### src/rtl/mips_multicycle_ctrl_if.sv
// Control-unit bus: IR fields and ALU flag in, datapath selects/enables out.
// master = control unit, slave = datapath/IR side.
interface mips_multicycle_ctrl_if #(
  parameter int ALU_CTRL_W = 3
);
  logic [5:0]            op;
  logic [5:0]            Funct;
  logic                  Zero;
  logic                  PC_en;
  logic                  Mem_write;
  logic                  lorD_mux;
  logic                  IR_write;
  logic                  Reg_Dst_mux;
  logic                  Mem_reg_mux;
  logic                  Reg_write;
  logic                  ALU_srcA_mux;
  logic [1:0]            ALU_srcB_mux;
  logic [ALU_CTRL_W-1:0] ALU_control;
  logic [1:0]            Pc_src_mux;
  logic                  Imm_zext;
  logic [3:0]            state_o;
  logic                  illegal_op;

  modport master (
    input  op, Funct, Zero,
    output PC_en, Mem_write, lorD_mux, IR_write, Reg_Dst_mux, Mem_reg_mux,
           Reg_write, ALU_srcA_mux, ALU_srcB_mux, ALU_control, Pc_src_mux,
           Imm_zext, state_o, illegal_op
  );

  modport slave (
    output op, Funct, Zero,
    input  PC_en, Mem_write, lorD_mux, IR_write, Reg_Dst_mux, Mem_reg_mux,
           Reg_write, ALU_srcA_mux, ALU_srcB_mux, ALU_control, Pc_src_mux,
           Imm_zext, state_o, illegal_op
  );
endinterface

### src/rtl/mips_multicycle_ctrl.sv
// Multicycle MIPS control unit: shared-state Moore FSM with memory wait states.
// Define ILLOP_TRAP_EN to trap illegal instructions in HALT; otherwise they act as NOPs.
module mips_multicycle_ctrl #(
  parameter int MEM_WAIT   = 0,
  parameter int ALU_CTRL_W = 3
) (
  input logic                  clock,
  input logic                  rst,
  mips_multicycle_ctrl_if.master bus
);
  typedef enum logic [3:0] {
    S_FETCH  = 4'd0,  S_DECODE = 4'd1,  S_MEMADR = 4'd2,  S_MEMRD  = 4'd3,
    S_MEMWB  = 4'd4,  S_MEMWR  = 4'd5,  S_EXEC   = 4'd6,  S_ALUWB  = 4'd7,
    S_IEXEC  = 4'd8,  S_IWB    = 4'd9,  S_BRANCH = 4'd10, S_JUMP   = 4'd11,
    S_HALT   = 4'd15
  } state_t;

  typedef struct packed {
    logic       pc_write;
    logic       branch;
    logic       bne;
    logic       mem_write;
    logic       lord;
    logic       ir_write;
    logic       reg_dst;
    logic       mem_reg;
    logic       reg_write;
    logic       srca;
    logic [1:0] srcb;
    logic [2:0] alu;
    logic [1:0] pc_src;
    logic       imm_zext;
    logic       illegal;
  } ctrl_t;

  localparam logic [5:0] OP_RTYPE = 6'b000000, OP_LW  = 6'b100011, OP_SW  = 6'b101011,
                         OP_ADDI  = 6'b001000, OP_ORI = 6'b001101, OP_BEQ = 6'b000100,
                         OP_BNE   = 6'b000101, OP_J   = 6'b000010;
  localparam logic [2:0] ALU_ADD = 3'b010, ALU_SUB = 3'b110, ALU_AND = 3'b000,
                         ALU_OR  = 3'b001, ALU_SLT = 3'b111;
  localparam logic [3:0] WAIT_LAST = 4'(MEM_WAIT);

  function automatic logic funct_legal(input logic [5:0] fn);
    return (fn == 6'b100000) || (fn == 6'b100010) || (fn == 6'b100100) ||
           (fn == 6'b100101) || (fn == 6'b101010);
  endfunction

  function automatic logic [2:0] alu_from_funct(input logic [5:0] fn);
    case (fn)
      6'b100010: return ALU_SUB;
      6'b100100: return ALU_AND;
      6'b100101: return ALU_OR;
      6'b101010: return ALU_SLT;
      default:   return ALU_ADD;
    endcase
  endfunction

  // Control word for a state; 'last' marks the final cycle of a memory state.
  function automatic ctrl_t decode_ctrl(input state_t s, input logic last,
                                        input logic [5:0] op, input logic [5:0] fn);
    ctrl_t c;
    c = '0;
    case (s)
      S_FETCH:  begin c.ir_write = last; c.pc_write = last; c.srcb = 2'b01; c.alu = ALU_ADD; end
      S_DECODE: begin c.srcb = 2'b11; c.alu = ALU_ADD; end
      S_MEMADR: begin c.srca = 1'b1; c.srcb = 2'b10; c.alu = ALU_ADD; end
      S_MEMRD:  c.lord = 1'b1;
      S_MEMWB:  begin c.mem_reg = 1'b1; c.reg_write = 1'b1; end
      S_MEMWR:  begin c.lord = 1'b1; c.mem_write = last; end
      S_EXEC:   begin c.srca = 1'b1; c.srcb = 2'b00; c.alu = alu_from_funct(fn); end
      S_ALUWB:  begin c.reg_dst = 1'b1; c.reg_write = 1'b1; end
      S_IEXEC: begin
        c.srca     = 1'b1;
        c.srcb     = 2'b10;
        c.alu      = (op == OP_ORI) ? ALU_OR : ALU_ADD;
        c.imm_zext = (op == OP_ORI);
      end
      S_IWB:    c.reg_write = 1'b1;
      S_BRANCH: begin
        c.srca = 1'b1; c.srcb = 2'b00; c.alu = ALU_SUB; c.pc_src = 2'b01;
        c.branch = 1'b1; c.bne = (op == OP_BNE);
      end
      S_JUMP:   begin c.pc_src = 2'b10; c.pc_write = 1'b1; end
      S_HALT:   c.illegal = 1'b1;
      default:  ;
    endcase
    return c;
  endfunction

  state_t     state_q, state_d;
  logic [3:0] wait_q, wait_d;
  ctrl_t      ctrl_q;

  // Next state; memory states hold until the wait counter reaches MEM_WAIT.
  always_comb begin
    state_d = state_q;
    wait_d  = 4'd0;
    case (state_q)
      S_FETCH, S_MEMRD, S_MEMWR: begin
        if (wait_q != WAIT_LAST) begin
          wait_d = wait_q + 4'd1;
        end else begin
          case (state_q)
            S_FETCH: state_d = S_DECODE;
            S_MEMRD: state_d = S_MEMWB;
            default: state_d = S_FETCH;
          endcase
        end
      end
      S_DECODE: begin
        case (bus.op)
          OP_LW, OP_SW:     state_d = S_MEMADR;
          OP_ADDI, OP_ORI:  state_d = S_IEXEC;
          OP_BEQ, OP_BNE:   state_d = S_BRANCH;
          OP_J:             state_d = S_JUMP;
          default:          state_d = S_FETCH;
        endcase
        if (bus.op == OP_RTYPE && funct_legal(bus.Funct)) state_d = S_EXEC;
`ifdef ILLOP_TRAP_EN
        if (state_d == S_FETCH) state_d = S_HALT;
`endif
      end
      S_MEMADR: state_d = (bus.op == OP_LW) ? S_MEMRD : S_MEMWR;
      S_EXEC:   state_d = S_ALUWB;
      S_IEXEC:  state_d = S_IWB;
`ifdef ILLOP_TRAP_EN
      S_HALT:   state_d = S_HALT;
`endif
      default:  state_d = S_FETCH;
    endcase
  end

  always_ff @(posedge clock) begin
    if (!rst) begin
      state_q <= S_FETCH;
      wait_q  <= 4'd0;
      ctrl_q  <= decode_ctrl(S_FETCH, WAIT_LAST == 4'd0, bus.op, bus.Funct);
    end else begin
      state_q <= state_d;
      wait_q  <= wait_d;
      ctrl_q  <= decode_ctrl(state_d, wait_d == WAIT_LAST, bus.op, bus.Funct);
    end
  end

  // Enables are gated by reset so nothing writes while rst is held low.
  assign bus.PC_en        = rst & (ctrl_q.pc_write |
                                   (ctrl_q.branch & (ctrl_q.bne ? ~bus.Zero : bus.Zero)));
  assign bus.Mem_write    = rst & ctrl_q.mem_write;
  assign bus.IR_write     = rst & ctrl_q.ir_write;
  assign bus.Reg_write    = rst & ctrl_q.reg_write;
  assign bus.lorD_mux     = ctrl_q.lord;
  assign bus.Reg_Dst_mux  = ctrl_q.reg_dst;
  assign bus.Mem_reg_mux  = ctrl_q.mem_reg;
  assign bus.ALU_srcA_mux = ctrl_q.srca;
  assign bus.ALU_srcB_mux = ctrl_q.srcb;
  assign bus.ALU_control  = ALU_CTRL_W'(ctrl_q.alu);
  assign bus.Pc_src_mux   = ctrl_q.pc_src;
  assign bus.Imm_zext     = ctrl_q.imm_zext;
  assign bus.state_o      = state_q;
  assign bus.illegal_op   = ctrl_q.illegal;
endmodule

### src/flat_wrapper.sv
// flat-port wrapper written by rule: the top's interface ports become plain ports
module mips_multicycle_ctrl_flat 
#(
  parameter int MEM_WAIT   = 0,
  parameter int ALU_CTRL_W = 3
)
  (clock, rst, bus_op, bus_Funct, bus_Zero, bus_PC_en, bus_Mem_write, bus_lorD_mux, bus_IR_write, bus_Reg_Dst_mux, bus_Mem_reg_mux, bus_Reg_write, bus_ALU_srcA_mux, bus_ALU_srcB_mux, bus_ALU_control, bus_Pc_src_mux, bus_Imm_zext, bus_state_o, bus_illegal_op);
  mips_multicycle_ctrl_if #(.ALU_CTRL_W(ALU_CTRL_W)) bus_i ();
  input logic clock;
  input logic rst;
  input wire logic [$bits(bus_i.op)-1:0] bus_op;
  input wire logic [$bits(bus_i.Funct)-1:0] bus_Funct;
  input wire logic [$bits(bus_i.Zero)-1:0] bus_Zero;
  output wire logic [$bits(bus_i.PC_en)-1:0] bus_PC_en;
  output wire logic [$bits(bus_i.Mem_write)-1:0] bus_Mem_write;
  output wire logic [$bits(bus_i.lorD_mux)-1:0] bus_lorD_mux;
  output wire logic [$bits(bus_i.IR_write)-1:0] bus_IR_write;
  output wire logic [$bits(bus_i.Reg_Dst_mux)-1:0] bus_Reg_Dst_mux;
  output wire logic [$bits(bus_i.Mem_reg_mux)-1:0] bus_Mem_reg_mux;
  output wire logic [$bits(bus_i.Reg_write)-1:0] bus_Reg_write;
  output wire logic [$bits(bus_i.ALU_srcA_mux)-1:0] bus_ALU_srcA_mux;
  output wire logic [$bits(bus_i.ALU_srcB_mux)-1:0] bus_ALU_srcB_mux;
  output wire logic [$bits(bus_i.ALU_control)-1:0] bus_ALU_control;
  output wire logic [$bits(bus_i.Pc_src_mux)-1:0] bus_Pc_src_mux;
  output wire logic [$bits(bus_i.Imm_zext)-1:0] bus_Imm_zext;
  output wire logic [$bits(bus_i.state_o)-1:0] bus_state_o;
  output wire logic [$bits(bus_i.illegal_op)-1:0] bus_illegal_op;
  assign bus_i.op = bus_op;
  assign bus_i.Funct = bus_Funct;
  assign bus_i.Zero = bus_Zero;
  assign bus_PC_en = bus_i.PC_en;
  assign bus_Mem_write = bus_i.Mem_write;
  assign bus_lorD_mux = bus_i.lorD_mux;
  assign bus_IR_write = bus_i.IR_write;
  assign bus_Reg_Dst_mux = bus_i.Reg_Dst_mux;
  assign bus_Mem_reg_mux = bus_i.Mem_reg_mux;
  assign bus_Reg_write = bus_i.Reg_write;
  assign bus_ALU_srcA_mux = bus_i.ALU_srcA_mux;
  assign bus_ALU_srcB_mux = bus_i.ALU_srcB_mux;
  assign bus_ALU_control = bus_i.ALU_control;
  assign bus_Pc_src_mux = bus_i.Pc_src_mux;
  assign bus_Imm_zext = bus_i.Imm_zext;
  assign bus_state_o = bus_i.state_o;
  assign bus_illegal_op = bus_i.illegal_op;
  mips_multicycle_ctrl #(.MEM_WAIT(MEM_WAIT), .ALU_CTRL_W(ALU_CTRL_W)) u_core (.clock(clock), .rst(rst), .bus(bus_i));
endmodule
### config.mk
export PLATFORM = sky130hd
export DESIGN_NAME = mips_multicycle_ctrl_flat
export DESIGN_NICKNAME = d
export VERILOG_FILES = /design/src/rtl/mips_multicycle_ctrl_if.sv /design/src/rtl/mips_multicycle_ctrl.sv /design/src/flat_wrapper.sv
export SDC_FILE = /design/constraint.sdc
export NUM_CORES = 1
export LEC_CHECK = 0
export ABC_CLOCK_PERIOD_IN_PS = 3200
export CAP_MARGIN = 20
export CORE_ASPECT_RATIO = 2
export CORE_UTILIZATION = 40
export CTS_BUF_LIST = sky130_fd_sc_hd__clkbuf_2 sky130_fd_sc_hd__clkbuf_4 sky130_fd_sc_hd__clkbuf_8
export DETAILED_ROUTE_END_ITERATION = 8
export PLACE_DENSITY = 0.73
export SYNTH_ARGS = -nofsm -noshare
export SYNTH_HDL_FRONTEND = slang
export SYNTH_SLANG_ARGS = --single-unit
### constraint.sdc
create_clock -name clock -period 3.2 [get_ports clock]
set_clock_uncertainty 0.05 [all_clocks]
set_input_delay 0.64 -clock clock [delete_from_list [all_inputs] [get_ports clock]]
set_output_delay 0.64 -clock clock [all_outputs]
set_load 0.05 [all_outputs]
## After elaboration in Yosys (flattened, before gate mapping)

Index checks and enable logic that the tools add are counted.

| word-level totals | value |
|---|---|
| register bits | 27 |
| logic and storage cells | 97 |

| cells by class | value |
|---|---|
| bitwise gates (word level) | 7 |
| multiplexer cells | 22 |
| equality and inequality tests | 30 |
| add/sub/neg operators | 1 |
| reduce and logical (&&, ||, !) cells | 20 |

Operator list:

| kind | count |
|---|---|
| 6-bit == test (second input constant) | 7 |
| 5-bit one-hot mux with 6 select lines | 1 |
| 4-bit by 3-bit == test with 1-bit output (second input constant) | 6 |
| 4-bit == test (second input constant) | 6 |
| 4-bit one-hot mux with 5 select lines | 1 |
| 4-bit by 2-bit == test with 1-bit output (second input constant) | 4 |
| 4-bit two-way mux | 4 |
| 4-bit one-hot mux with 4 select lines | 1 |
| 6-bit by 3-bit == test with 1-bit output (second input constant) | 2 |
| 6-bit by 4-bit == test with 1-bit output (second input constant) | 2 |
| 4-bit zero test | 3 |
| 3-bit one-hot mux with 4 select lines | 1 |
| 4-bit by 1-bit == test with 1-bit output (second input constant) | 2 |
| 1-bit two-way mux | 8 |
| 2-bit OR reduction | 4 |
| 6-bit by 2-bit == test with 1-bit output (second input constant) | 1 |
| 6-bit zero test | 1 |
| 3-bit one-hot mux with 2 select lines | 1 |
| 2-bit AND reduction | 3 |
| 3-bit OR reduction | 2 |
| 1-bit AND | 5 |
| 4-bit by 1-bit adder with 4-bit output (second input constant) | 1 |
| 1-bit logical OR | 4 |
| 2-bit two-way mux | 2 |
| other kinds (8) | 8 |

## Logic depth before layout (Yosys ltp)

Gate-level depths: netlist (run 1).

| logic depth | value |
|---|---|
| depth in word-level cells | 11 |
| depth in mapped cells | 8 |
| mapped depth without buffers | 8 |

## Least setup slack after synthesis (run 1)

OpenSTA, ideal clock, no wires.

| timing | value |
|---|---|
| path type | register -> register |
| start | reg u_core.state_q[0], in the netlist u_core.bus.state_o[0] |
| end | reg u_core.ctrl_q, in the netlist u_core.bus.ALU_control[1] |
| slack | 0.949 ns |
| library setup time | 0.122 ns |
| period minus slack after synthesis | 2.251 ns |
| data required time | 3.028 ns |
| arrival | 2.079 ns |
| stages on the path, launching flop included | 7 |
| path buffers | 1 |
| cell sequence | dfxtp_1 or4b_4 nor3_4 nand4b_1 buf_4 and2_4 a311o_1 |

| on the way | value |
|---|---|
| word-level cells in the longest chain between the ends | 6 |

Ends and longest elaborated chain:

| what | line | RTL |
|---|---|---|
| start: declaration | mips_multicycle_ctrl.sv:90 | `state_t state_q, state_d;` |
| start signal: assignment | mips_multicycle_ctrl.sv:139 | `state_q <= state_d;` |
| 4-bit by 2-bit == test with 1-bit output or 4-bit zero test (tied branches) | mips_multicycle_ctrl.sv:98, mips_multicycle_ctrl.sv:103 |  |
| 3-bit one-hot mux with 2 select lines | mips_multicycle_ctrl.sv:103 | `case (state_q)` |
| 4-bit two-way mux | mips_multicycle_ctrl.sv:100 | `if (wait_q != WAIT_LAST) begin` |
| 4-bit one-hot mux with 5 select lines * | mips_multicycle_ctrl.sv:98 | `case (state_q)` |
| 4-bit == test (tied with other cells) | mips_multicycle_ctrl.sv:63 | `case (s)` |
| 5-bit one-hot mux with 6 select lines * | mips_multicycle_ctrl.sv:63 |  |
| end signal: assignment | mips_multicycle_ctrl.sv:137 | `ctrl_q <= decode_ctrl(S_FETCH, WAIT_LAST == 4'd0, bus.op, bus.Funct);` |
| end signal: assignment | mips_multicycle_ctrl.sv:141 | `ctrl_q <= decode_ctrl(state_d, wait_d == WAIT_LAST, bus.op, bus.Funct);` |
| end: declaration | mips_multicycle_ctrl.sv:92 | `ctrl_t ctrl_q;` |

Every way passes the cells marked *; elsewhere a longest branch is shown, timed or not.
A chain may end at the register's enable or synchronous reset.

## Worst setup path after layout (run 1)

| timing | value |
|---|---|
| start | in bus_Funct[1] |
| end | reg u_core.ctrl_q, in the netlist u_core.bus.ALU_control[1] |

| on the way | value |
|---|---|
| word-level cells in the longest chain between the ends | 10 |

Ends and longest elaborated chain:

| what | line | RTL |
|---|---|---|
| start: declaration | flat_wrapper.sv:12 | `input wire logic [$bits(bus_i.Funct)-1:0] bus_Funct;` |
| 6-bit == test (on tied branches) | mips_multicycle_ctrl.sv:44, mips_multicycle_ctrl.sv:49 |  |
| 1-bit logical OR (3 in a row) | mips_multicycle_ctrl.sv:44 | `return (fn == 6'b100000) \|\| (fn == 6'b100010) \|\| (fn == 6'b100100) \|\|` |
| 1-bit logical OR | mips_multicycle_ctrl.sv:45 | `(fn == 6'b100101) \|\| (fn == 6'b101010);` |
| 1-bit logical AND | mips_multicycle_ctrl.sv:118 | `if (bus.op == OP_RTYPE && funct_legal(bus.Funct)) state_d = S_EXEC;` |
| 4-bit two-way mux | mips_multicycle_ctrl.sv:118 |  |
| 4-bit one-hot mux with 5 select lines | mips_multicycle_ctrl.sv:98 |  |
| 4-bit == test (tied with other cells) | mips_multicycle_ctrl.sv:63 |  |
| 5-bit one-hot mux with 6 select lines * | mips_multicycle_ctrl.sv:63 |  |

Marks and branches as above.

==> reports/metrics.csv, run 1 <==
stage;metric;value;unit
hold_path;worst hold endpoint;u_core.wait_q[0];
worst_setup_path;CP Buf/Inv Count;1;
yosys;Post-Syn Area per Cell;8.54;µm²
power_and_ir_drop;Switching Fraction;27.6;%
worst_setup_path;worst reg2reg path startpoint;u_core.bus.state_o[1];
clock_tree;CTS buffer count;3;
detailed_routing;First DRT Iteration DRCs;29;
floorplanning;chip height;88.7;µm
worst_setup_path;CP Data Required Time;3.32;ns
power_and_ir_drop;clock power share;29.1;%
floorplanning;top-level I/O count;36;
power_and_ir_drop;VDD IR max;0.202;mV
cells_and_area;post-layout instance area;1900;µm²
worst_setup_path;CP arrival;2.82;ns
yosys;Synth Instances;176;
yosys;Synthesized Nets;193;
placement;# port buffers;35;
yosys;most common cell in the synthesized netlist;dfxtp_1;
worst_setup_path;cell family with most CP delay;compound AO/OA/AOI/OAI gates;
sta;fin crit period;2.70;ns
sta;# setup viols final;0;
grt;initial antenna violation count;0;
sta;Worst-Margin Slew;0.574;ns
power_and_ir_drop;P_sw;185;µW
sta;final slew viol count;0;
grt;largest net degree at the start of global routing;17;
worst_setup_path;Startpoint Class;input port;
power_and_ir_drop;Combinational Power Share;19.2;%
clock_tree;number of post-CTS setup repair buffers;0;
power_and_ir_drop;internal power;486;µW
power_and_ir_drop;Leak Pwr;0.000686;µW
worst_setup_path;Max stage delay on crit path;0.56;ns
hold_path;Hold WC Path Type;register to register;
hold_path;Hold Path Stages;1;
worst_setup_path;slowest CP cell;clkdlybuf4s50_1;
detailed_routing;routed wire length;3410;µm
floorplanning;Starting Density;41.7;%
yosys;mapped cell area;1500;µm²
yosys;register area share after synthesis;36.0;%
cells_and_area;area occupied by multi-input gates;843;µm²
power_and_ir_drop;Final Power;671;µW
yosys;Synth cell types;53;
worst_setup_path;R2R setup slack;0.72;ns
cells_and_area;area grow syn2layout;26.1;%
yosys;Yosys warnings;0;
yosys;Post-synth ARST share;0;%
sta;fin crit share;84.5;%
cells_and_area;Ant. Diodes;0;
worst_setup_path;critical-path maximum fanout;11;
placement;Cell Area, Placed;1850;µm²
clock_tree;H-tree Lvls;1;
worst_setup_path;critical-path cell list;clkdlybuf4s50_1 > nor2b_1 > a2111oi_0 > nand4b_1 > nand3_1 > a21oi_1 > a311o_1;
sta;final hold violations;0;
grt;first-pass GRT wire length;5640;µm
detailed_routing;post-route DRC violation count;0;
yosys;Synth Flop Type;dfxtp_1;
floorplanning;area of the die;4020;µm²
worst_setup_path;R2R Path End;u_core.bus.ALU_control[1];
clock_tree;Skew-Pair Late Insertion Delay;0.27;ns
floorplanning;Rows;31;
floorplanning;Die Span X;45.3;µm
hold_path;worst hold start;u_core.wait_q[0];
clock_tree;TritonCTS Sinks;27;
placement;routability cong.;0.838;
detailed_routing;routed via count;1352;
placement;Final HPWL DP;2680;µm
worst_setup_path;kind of end point of the critical path;register;
cells_and_area;fillers;369;
detailed_routing;antenna-violating nets left;0;
worst_setup_path;Worst Reg-to-Reg Cells;6;
power_and_ir_drop;Sequential Power Share;51.7;%
floorplanning;core area;3610;µm²
yosys;Yosys top cell by area;dfxtp_1;
power_and_ir_drop;Power Density;354;nW/µm²
clock_tree;CTS root buf;clkbuf_8;
clock_tree;CTS clock-pin slew for the worst setup and hold paths;0.09;ns
yosys;commonest cells in the synthesized netlist;dfxtp_1, nor2_1, a21oi_1, nand2_1, nand3_1;
sta;Slew HR;61.7;%
run_status;status;complete, no violations;
sta;Setup TNS;0;ns
sta;Max Fclk;370;MHz
clock_tree;hold buffers post-CTS;0;
cells_and_area;Nets;222;
detailed_routing;WL/cell;13.5;µm
worst_setup_path;type of the worst setup path;input port to register;
sta;RSZ-0062 raised after global routing;false;
cells_and_area;share of layout cells above drive strength 1;11.3;%
clock_tree;CTS tree;built;
yosys;ranking of synthesized cells by area;dfxtp_1, buf_4, nor2_1, a21oi_1, nor2b_1;
grt;grt ovf;0;
grt;Tot GR Track Use;18.8;%
yosys;synthesized flop and latch total;27;
detailed_routing;DR vias/cell;5.34;
yosys;area fraction of the dominant cell type after synthesis;36.0;%
clock_tree;CTS max path bufs;2;
cells_and_area;Reg area;541;µm²
flow_run;max cap viols;0;
detailed_routing;drt pass-1 iters;4;
clock_tree;Resized cells post-CTS;0;
yosys;number of flops mapped to enable cells by yosys;0;
grt;vias in the first global route;1290;
-- power by group through the flow --
stage | clock network (µW) | logic [µW] | registers, µW
5_1_grt | 210 | 139 | 347
2_1_floorplan | 0 | 71.9 | 363
6_report | 195 | 129 | 347
3_5_place_dp | 0 | 129 | 354
4_1_cts | 198 | 129 | 347
3_3_place_gp | 0 | 128 | 354
-- placed cells by master (no fill, tap or decap), types with 2 or more instances in the layout --
cell / n
nor3_1: 8
inv_1: 7
xor2_1: 2
nand2b_1: 5
nand3_1: 9
clkdlybuf4s50_1: 31
and2_1: 4
dfxtp_1: 27
nor2_1: 15
nand4_1: 4
xnor2_1: 4
buf_4: 6
nor4_1: 2
or3_1: 4
ha_1: 2
nand4b_1: 2
o21ai_0: 6
nand2_1: 10
clkbuf_8: 3
a21oi_1: 10
nor2b_1: 8
a31oi_1: 3
-- per-layer routing --
| layer | wire length [µm] | GRT usage, % |
|---|---|---|
| met1 | 1250 | 19.1 |
| met2 | 1970 | 36.4 |
| met3 | 69 | 1.22 |
| met4 | 121 | 8.82 |
| met5 | 0 | 0 |
-- cells by family after synthesis --
family | Yosys count | share of synthesized area (%)
AOI/OAI and AO/OA | 32 | 15.8
xor gates and xnor gates | 6 | 3.50
adders and majority gates | 2 | 1.67
buffers and inverters | 21 | 7.91
DFF | 27 | 36.0
muxes | 1 | 0.666
other | 1 | 0.250
and+or+nand+nor | 86 | 34.2
-- flip-flops by register name, indices dropped and copies added (netlist names) --
signal / cells
u_core.bus.ALU_srcA_mux: 1
u_core.bus.illegal_op: 1
u_core.bus.Mem_reg_mux: 1
u_core.bus.ALU_control: 3
u_core.ctrl_q: 6
u_core.bus.lorD_mux: 1
u_core.bus.Imm_zext: 1
u_core.bus.Pc_src_mux: 2
u_core.bus.ALU_srcB_mux: 2
u_core.bus.state_o: 4
u_core.wait_q: 4
u_core.bus.Reg_Dst_mux: 1
-- per-stage QoR --
stage	instances	worst slack (ns)	hold WS, ns	util, %
2_1_floorplan	176	0.949	0.426	-
5_1_grt	253	0.269	0.507	52.5
3_5_place_dp	249	0.224	0.477	51.2
3_3_place_gp	249	0.331	0.471	51.2
6_report	253	0.496	0.483	52.5
4_1_cts	253	0.507	0.490	52.5
-- area by class of cell --
cell class / instances / share of cell area (%)
Clock inverter: 1 / 0.396
Tap cell: 49 / 3.23
Sequential cell: 27 / 28.5
Inverter: 7 / 1.39
Timing Repair Buffer: 38 / 19.8
Multi-Input combinational cell: 128 / 44.5
Clock buffer: 3 / 2.18
-- worst max path at each step --
stage,cells after the start,to,startpoint
3_3_place_gp,7,u_core.bus.ALU_srcB_mux[1],bus_op[3]
2_1_floorplan,6,u_core.bus.ALU_control[1],u_core.bus.state_o[0]
6_report,7,u_core.bus.ALU_control[1],bus_Funct[1]
5_1_grt,7,u_core.bus.ALU_control[1],bus_Funct[1]
4_1_cts,7,u_core.bus.ALU_control[1],bus_Funct[1]
3_5_place_dp,7,u_core.bus.ALU_control[1],bus_Funct[1]
No activity file was read; power rests on OpenSTA's default activity.
==> run 2: changes to the inputs <==
Settings changed: ABC_CLOCK_PERIOD_IN_PS 3200 to 2410, PLACE_DENSITY 0.73 to 0.75.
Clock period 3.2 ns to 2.41 ns, I/O delays scaled along.
==> run 2 against run 1 <==
- power grew 38%
- largest power group unchanged
- clock power grew 33%
- worst setup slack lost 0.44 ns
- sequential power grew 33%
- global-route usage grew 1.6 points
==> reports/metrics.csv, run 2 (synthesized netlist as in run 1, its figures left out) <==
stage;metric;value;unit;change
sta;Max Fclk;424;MHz;
flow_run;max cap viols;0;;unchanged
floorplanning;Die Span X;45.3;µm;unchanged
detailed_routing;post-route DRC violation count;0;;unchanged
sta;Worst Setup Slack, final;0.0526;ns;was 0.496 ns
clock_tree;CTS tree;built;;unchanged
cells_and_area;fillers;326;;was 369
placement;Cell Area, Placed;2140;µm²;was 1850 µm²
placement;Final HPWL DP;3050;µm;was 2680 µm
cells_and_area;most frequent cells in the layout;buf_4, clkdlybuf4s50_1, dfxtp_1;;was clkdlybuf4s50_1, dfxtp_1, nor2_1
sta;final hold violations;0;;unchanged
sta;# setup viols final;0;;unchanged
detailed_routing;First DRT Iteration DRCs;46;;was 29
worst_setup_path;Max stage delay on crit path;0.80;ns;was 0.56 ns
cells_and_area;post-layout instance area;2200;µm²;was 1900 µm²
floorplanning;Starting Density;41.7;%;unchanged
worst_setup_path;type of the worst setup path;register to output pin;;was input port to register
worst_setup_path;cell family with most CP delay;buffers and inverters;;was compound AO/OA/AOI/OAI gates
detailed_routing;antenna-violating nets left;0;;unchanged
worst_setup_path;worst reg2reg path startpoint;u_core.wait_q[1];;was u_core.bus.state_o[1]
cells_and_area;max reg flops;6;;unchanged
cells_and_area;Ant. Diodes;0;;unchanged
cells_and_area;most common cell after layout, fill and taps aside;buf_4;;was clkdlybuf4s50_1
worst_setup_path;CP arrival;1.83;ns;was 2.82 ns
detailed_routing;WL/cell;13.0;µm;was 13.5 µm
clock_tree;CTS root buf;clkbuf_8;;unchanged
grt;first-pass GRT wire length;6060;µm;was 5640 µm
run_status;status;complete, no violations;;unchanged
clock_tree;CTS buffer count;3;;unchanged
worst_setup_path;kind of end point of the critical path;output pin;;was register
sta;Slew HR;66.9;%;was 61.7%
hold_path;worst hold start;u_core.wait_q[0];;unchanged
floorplanning;chip height;88.7;µm;unchanged
worst_setup_path;CP Buf/Inv Count;2;;was 1
placement;# port buffers;35;;unchanged
power_and_ir_drop;Final Power;929;µW;was 671 µW
detailed_routing;drt pass-1 iters;4;;unchanged
hold_path;worst hold endpoint;u_core.wait_q[0];;unchanged
hold_path;Hold Path Stages;2;;was 1
power_and_ir_drop;VDD IR max;0.513;mV;was 0.202 mV
grt;grt ovf;0;;unchanged
sta;Setup TNS;0;ns;unchanged
hold_path;Hold WC Path Type;register to register;;unchanged
cells_and_area;Nets;256;;was 222
grt;vias in the first global route;1459;;was 1290
clock_tree;hold buffers post-CTS;0;;unchanged
cells_and_area;share of layout cells above drive strength 1;24.8;%;was 11.3%
worst_setup_path;Startpoint Class;register;;was input port
grt;largest net degree at the start of global routing;16;;was 17
power_and_ir_drop;Leak Pwr;0.000863;µW;was 0.000686 µW
worst_setup_path;R2R Path End;u_core.bus.ALU_control[1];;unchanged
sta;final slew viol count;0;;unchanged
worst_setup_path;Worst Reg-to-Reg Cells;9;;was 6
detailed_routing;DR vias/cell;5.24;;was 5.34
clock_tree;Skew-Pair Late Insertion Delay;0.27;ns;about the same
floorplanning;top-level I/O count;36;;unchanged
worst_setup_path;path length in cells of the critical path;2;;was 7
floorplanning;Rows;31;;unchanged
sta;Worst-Margin Slew;0.495;ns;was 0.574 ns
worst_setup_path;critical-path cell list;buf_4 > clkdlybuf4s50_1;;was clkdlybuf4s50_1 > nor2b_1 > a2111oi_0 > nand4b_1 > nand3_1 > a21oi_1 > a311o_1
sta;fin crit share;97.8;%;
floorplanning;core area;3610;µm²;unchanged
worst_setup_path;slowest CP cell;clkdlybuf4s50_1;;unchanged
placement;Placement Setup Slack;-0.138;ns;was 0.224 ns
detailed_routing;routed wire length;3720;µm;was 3410 µm
clock_tree;CTS clock-pin slew for the worst setup and hold paths;0.09;ns;about the same
power_and_ir_drop;Power Density;422;nW/µm²;was 354 nW/µm²
clock_tree;CTS max path bufs;2;;unchanged
floorplanning;area of the die;4020;µm²;unchanged
clock_tree;TritonCTS Sinks;27;;unchanged
sta;fin crit period;2.36;ns;
grt;initial antenna violation count;0;;unchanged
cells_and_area;Biggest register;u_core.ctrl_q;;unchanged
worst_setup_path;CP Data Required Time;1.88;ns;was 3.32 ns
grt;Tot GR Track Use;20.4;%;was 18.8%
worst_setup_path;critical-path maximum fanout;8;;was 11
clock_tree;H-tree Lvls;1;;unchanged
cells_and_area;area grow syn2layout;46.5;%;was 26.1%
placement;routability cong.;0.901;;was 0.838
cells_and_area;Final Core Density;61.0;%;was 52.5%
detailed_routing;routed via count;1503;;was 1352
worst_setup_path;R2R setup slack;0.07;ns;was 0.72 ns
==> run 2: cell count changes in the layout (fill, tap and decap cells not counted), sizes merged <==
cell,before,now
buf,7,41
clkinv,0,1
clkinvlp,1,0
==> run 2: worst min-delay path, cell delays in order, from the launching register on <==
cell,delay [ns]
dfxtp_1,0.34
buf_4,0.13
nor3_1,0.05
==> run 2: how the worst max path moves through the flow <==
stage | start | slack (ns) | endpoint
after floorplan | u_core.bus.state_o[0] | 0.16 | u_core.bus.ALU_control[1]
after global placement | bus_Funct[1] | -0.13 | u_core.bus.ALU_control[1]
after detailed placement | bus_op[2] | -0.14 | u_core.ctrl_q[18]
after CTS | u_core.bus.state_o[2] | 0.06 | bus_state_o[2]
after global routing | u_core.wait_q[1] | -0.0003 | u_core.bus.ALU_control[1]
final | u_core.bus.state_o[2] | 0.05 | bus_state_o[2]
==> run 2: timing repair <==
action / CTS / global route
gates resized for setup: 0 / 4
endpoints found under the setup margin: 0 / 4
endpoints found under the hold margin: 0 / 0
buffers inserted: 0 / 0
==> run 2: stage by stage <==
| step | hold WS (ns) | std cells |
|---|---|---|
| floorplan | 0.426 | 176 |
| global placement | 0.479 | 283 |
| detailed placement | 0.494 | 283 |
| CTS | 0.508 | 287 |
| global route | 0.550 | 287 |
| finish | 0.503 | 287 |
==> run 2: cell type report <==
| class | count | area (µm²) | share of cell area [%] |
|---|---|---|---|
| Inverter | 7 | 26.3 | 1.19 |
| Sequential cell | 27 | 541 | 24.6 |
| Multi-Input combinational cell | 128 | 858 | 39.0 |
| Clock buffer | 3 | 41.3 | 1.88 |
| Clock inverter | 1 | 5.00 | 0.227 |
| Timing Repair Buffer | 72 | 668 | 30.4 |
| Tap cell | 49 | 61.3 | 2.79 |
==> run 2: power by group <==
part,switching (µW),internal [µW],leakage (µW)
clock,144,116,0.0000255
sequential,4.21,456,0.000219
combinational,107,101,0.000618
==> run 2: layer usage <==
metal	vias up	share of wire [%]	GRT usage [%]	wire length, µm
li1	746	-	-	-
met2	45	60	41.6	2220
met1	697	35	18.0	1290
met4	0	3.4	9.92	127
met3	15	2.4	2.24	90
met5	-	0	0	0
==> run 3: changes to the inputs <==
Settings changed: ABC_CLOCK_PERIOD_IN_PS 2410 to 2000, CORE_UTILIZATION 40 to 35, PLACE_DENSITY 0.75 to 0.68.
Clock period 2.41 ns to 2 ns, I/O delays scaled along.
==> run 3 against run 2 <==
- clock-buffer cell count is the same
- utilization up 1.6 points
- first-iteration DRC count up 22%
- critical path type is now register to register
- the run now ends with setup timing left
==> reports/metrics.csv, run 3 (synthesized netlist as in run 1, its figures left out) <==
stage;metric;value;unit;change
clock_tree;H-tree Lvls;1;;unchanged
power_and_ir_drop;Power Density;453;nW/µm²;was 422 nW/µm²
worst_setup_path;R2R Path End;u_core.bus.ALU_control[1];;unchanged
floorplanning;chip height;94.7;µm;was 88.7 µm
cells_and_area;post-layout instance area;2560;µm²;was 2200 µm²
hold_path;worst hold start;u_core.wait_q[0];;unchanged
floorplanning;Die Span X;48.3;µm;was 45.3 µm
run_status;failing checks;setup timing;;
worst_setup_path;kind of end point of the critical path;register;;was output pin
worst_setup_path;Startpoint Class;register;;unchanged
hold_path;Hold WC Path Type;register to register;;unchanged
hold_path;Hold Path Stages;2;;unchanged
worst_setup_path;R2R setup slack;-0.08;ns;was 0.07 ns
worst_setup_path;slowest CP cell;or3b_4;;was clkdlybuf4s50_1
clock_tree;CTS root buf;clkbuf_8;;unchanged
cells_and_area;area grow syn2layout;70.4;%;was 46.5%
worst_setup_path;critical-path cell list;inv_2 > ha_4 > or3b_4 > or2_1 > a31o_2 > buf_6 > and2_4 > a311o_1;;was buf_4 > clkdlybuf4s50_1
placement;Final HPWL DP;3220;µm;was 3050 µm
floorplanning;core area;4090;µm²;was 3610 µm²
run_status;status;complete, but fails checks;;was complete, no violations
worst_setup_path;Worst Reg-to-Reg Cells;8;;was 9
placement;Cells after DPL;300;;was 283
power_and_ir_drop;Leak Pwr;0.00108;µW;was 0.000863 µW
worst_setup_path;critical-path maximum fanout;3;;was 8
clock_tree;CTS clock-pin slew for the worst setup and hold paths;0.09;ns;about the same
grt;first-pass GRT wire length;7210;µm;was 6060 µm
clock_tree;hold buffers post-CTS;0;;unchanged
hold_path;worst hold endpoint;u_core.wait_q[0];;unchanged
detailed_routing;routed via count;1607;;was 1503
detailed_routing;post-route DRC violation count;0;;unchanged
clock_tree;CTS tree;built;;unchanged
sta;fin crit share;104;%;
floorplanning;area of the die;4580;µm²;was 4020 µm²
floorplanning;Rows;33;;was 31
grt;largest net degree at the start of global routing;17;;was 16
detailed_routing;First DRT Iteration DRCs;56;;was 46
worst_setup_path;worst reg2reg path startpoint;u_core.wait_q[1];;unchanged
sta;final hold violations;0;;unchanged
clock_tree;TritonCTS Sinks;27;;unchanged
detailed_routing;routed wire length;4550;µm;was 3720 µm
cells_and_area;Finished Layout Cells;311;;was 287
sta;final slew viol count;0;;unchanged
sta;Max Fclk;480;MHz;
cells_and_area;share of layout cells above drive strength 1;45.9;%;was 24.8%
power_and_ir_drop;Final Power;1160;µW;was 929 µW
sta;fin crit period;2.08;ns;
placement;routability cong.;0.848;;was 0.901
detailed_routing;drt pass-1 iters;4;;unchanged
power_and_ir_drop;VDD IR max;0.339;mV;was 0.513 mV
worst_setup_path;Max stage delay on crit path;0.38;ns;was 0.80 ns
worst_setup_path;CP Data Required Time;2.12;ns;was 1.88 ns
worst_setup_path;type of the worst setup path;register to register;;was register to output pin
sta;# setup viols final;8;;was 0
cells_and_area;most common cell after layout, fill and taps aside;buf_4;;unchanged
detailed_routing;DR vias/cell;5.17;;was 5.24
floorplanning;top-level I/O count;36;;unchanged
detailed_routing;antenna-violating nets left;0;;unchanged
clock_tree;CTS max path bufs;2;;unchanged
grt;grt ovf;0;;unchanged
cells_and_area;Ant. Diodes;0;;unchanged
detailed_routing;WL/cell;14.6;µm;was 13.0 µm
worst_setup_path;CP arrival;2.20;ns;was 1.83 ns
placement;# port buffers;35;;unchanged
cells_and_area;Biggest register;u_core.ctrl_q;;unchanged
sta;Slew HR;66.0;%;was 66.9%
clock_tree;Skew-Pair Late Insertion Delay;0.27;ns;about the same
grt;initial antenna violation count;0;;unchanged
sta;Setup TNS;-0.337;ns;was 0 ns
cells_and_area;max reg flops;6;;unchanged
sta;Worst-Margin Slew;0.508;ns;was 0.495 ns
grt;vias in the first global route;1620;;was 1459
clock_tree;CTS buffer count;3;;unchanged
placement;Placement Setup Slack;-0.556;ns;was -0.138 ns
grt;Tot GR Track Use;20.3;%;was 20.4%
placement;Cell Area, Placed;2250;µm²;was 2140 µm²
cells_and_area;most frequent cells in the layout;buf_4, dfxtp_1, clkdlybuf4s50_1;;was buf_4, clkdlybuf4s50_1, dfxtp_1
sta;Worst Setup Slack, final;-0.0844;ns;was 0.0526 ns
cells_and_area;Nets;277;;was 256
sta;RSZ-0062 raised after global routing;true;;
flow_run;max cap viols;0;;unchanged
floorplanning;Starting Density;36.8;%;was 41.7%
cells_and_area;fillers;337;;was 326
## run 3: cell count changes in the layout (fill, tap and decap cells not counted), moves of 6 or more
| cell | change |
|---|---|
| clkdlybuf4s50_1 | -15 |
| buf_4 | +21 |
| dlygate4sd2_1 | +8 |
| dfxtp_1 | -6 |
## run 3: power by group
part / internal [µW] / switching [µW]
combinational: 138 / 157
sequential: 546 / 3.35
clock: 142 / 174
total: 826 / 334
## run 3: how the worst max path moves through the flow
stage	start	end	slack [ns]
6_report	u_core.wait_q[1]	u_core.bus.ALU_control[1]	-0.08
5_1_grt	u_core.bus.state_o[1]	u_core.bus.ALU_control[1]	-0.12
3_3_place_gp	bus_Funct[2]	u_core.bus.ALU_control[1]	-0.59
3_5_place_dp	bus_Funct[2]	u_core.bus.ALU_control[1]	-0.56
4_1_cts	u_core.wait_q[1]	u_core.bus.ALU_control[1]	-0.07
2_1_floorplan	u_core.wait_q[0]	u_core.bus.ALU_control[1]	0.003
## run 3: worst max-delay path: cells and delay by family (launching register included)
| family | cells | cell delay, ns |
|---|---|---|
| AND/OR/NAND/NOR | 3 | 0.76 |
| AO/OA/AOI/OAI | 2 | 0.51 |
| flip-flops | 1 | 0.34 |
| buffers and inverters | 2 | 0.19 |
| adder cells (fa/ha/maj) | 1 | 0.13 |
## run 3: layout make-up
cell class	instances	area (µm²)	area share, %
clock buffer	3	41.3	1.61
clock inverter	1	7.51	0.293
inverter	7	26.3	1.03
multi-input combinational	128	1040	40.5
sequential	27	556	21.7
tap	52	65.1	2.54
timing repair buffer	93	828	32.3
## run 3: metrics by stage
stage	hold slack [ns]	util [%]
after global placement	0.477	55.1
after CTS	0.511	59.9
after detailed placement	0.488	55.1
final	0.509	62.7
after floorplan	0.426	-
after global routing	0.533	62.7
## run 3: what timing repair did
item                                    in CTS  in global routing
endpoints found under the setup margin      18                 18
setup buffers                                7                  2
pin swaps                                   25                 19
gates resized for setup                     37                 24
## run 3: layer usage
layer	global-route usage [%]	vias up	part of all wire, %
li1	-	785	-
met1	17.8	783	35
met2	45.0	33	62
met3	1.77	6	2.0
met4	7.60	0	0.99
met5	0	-	0
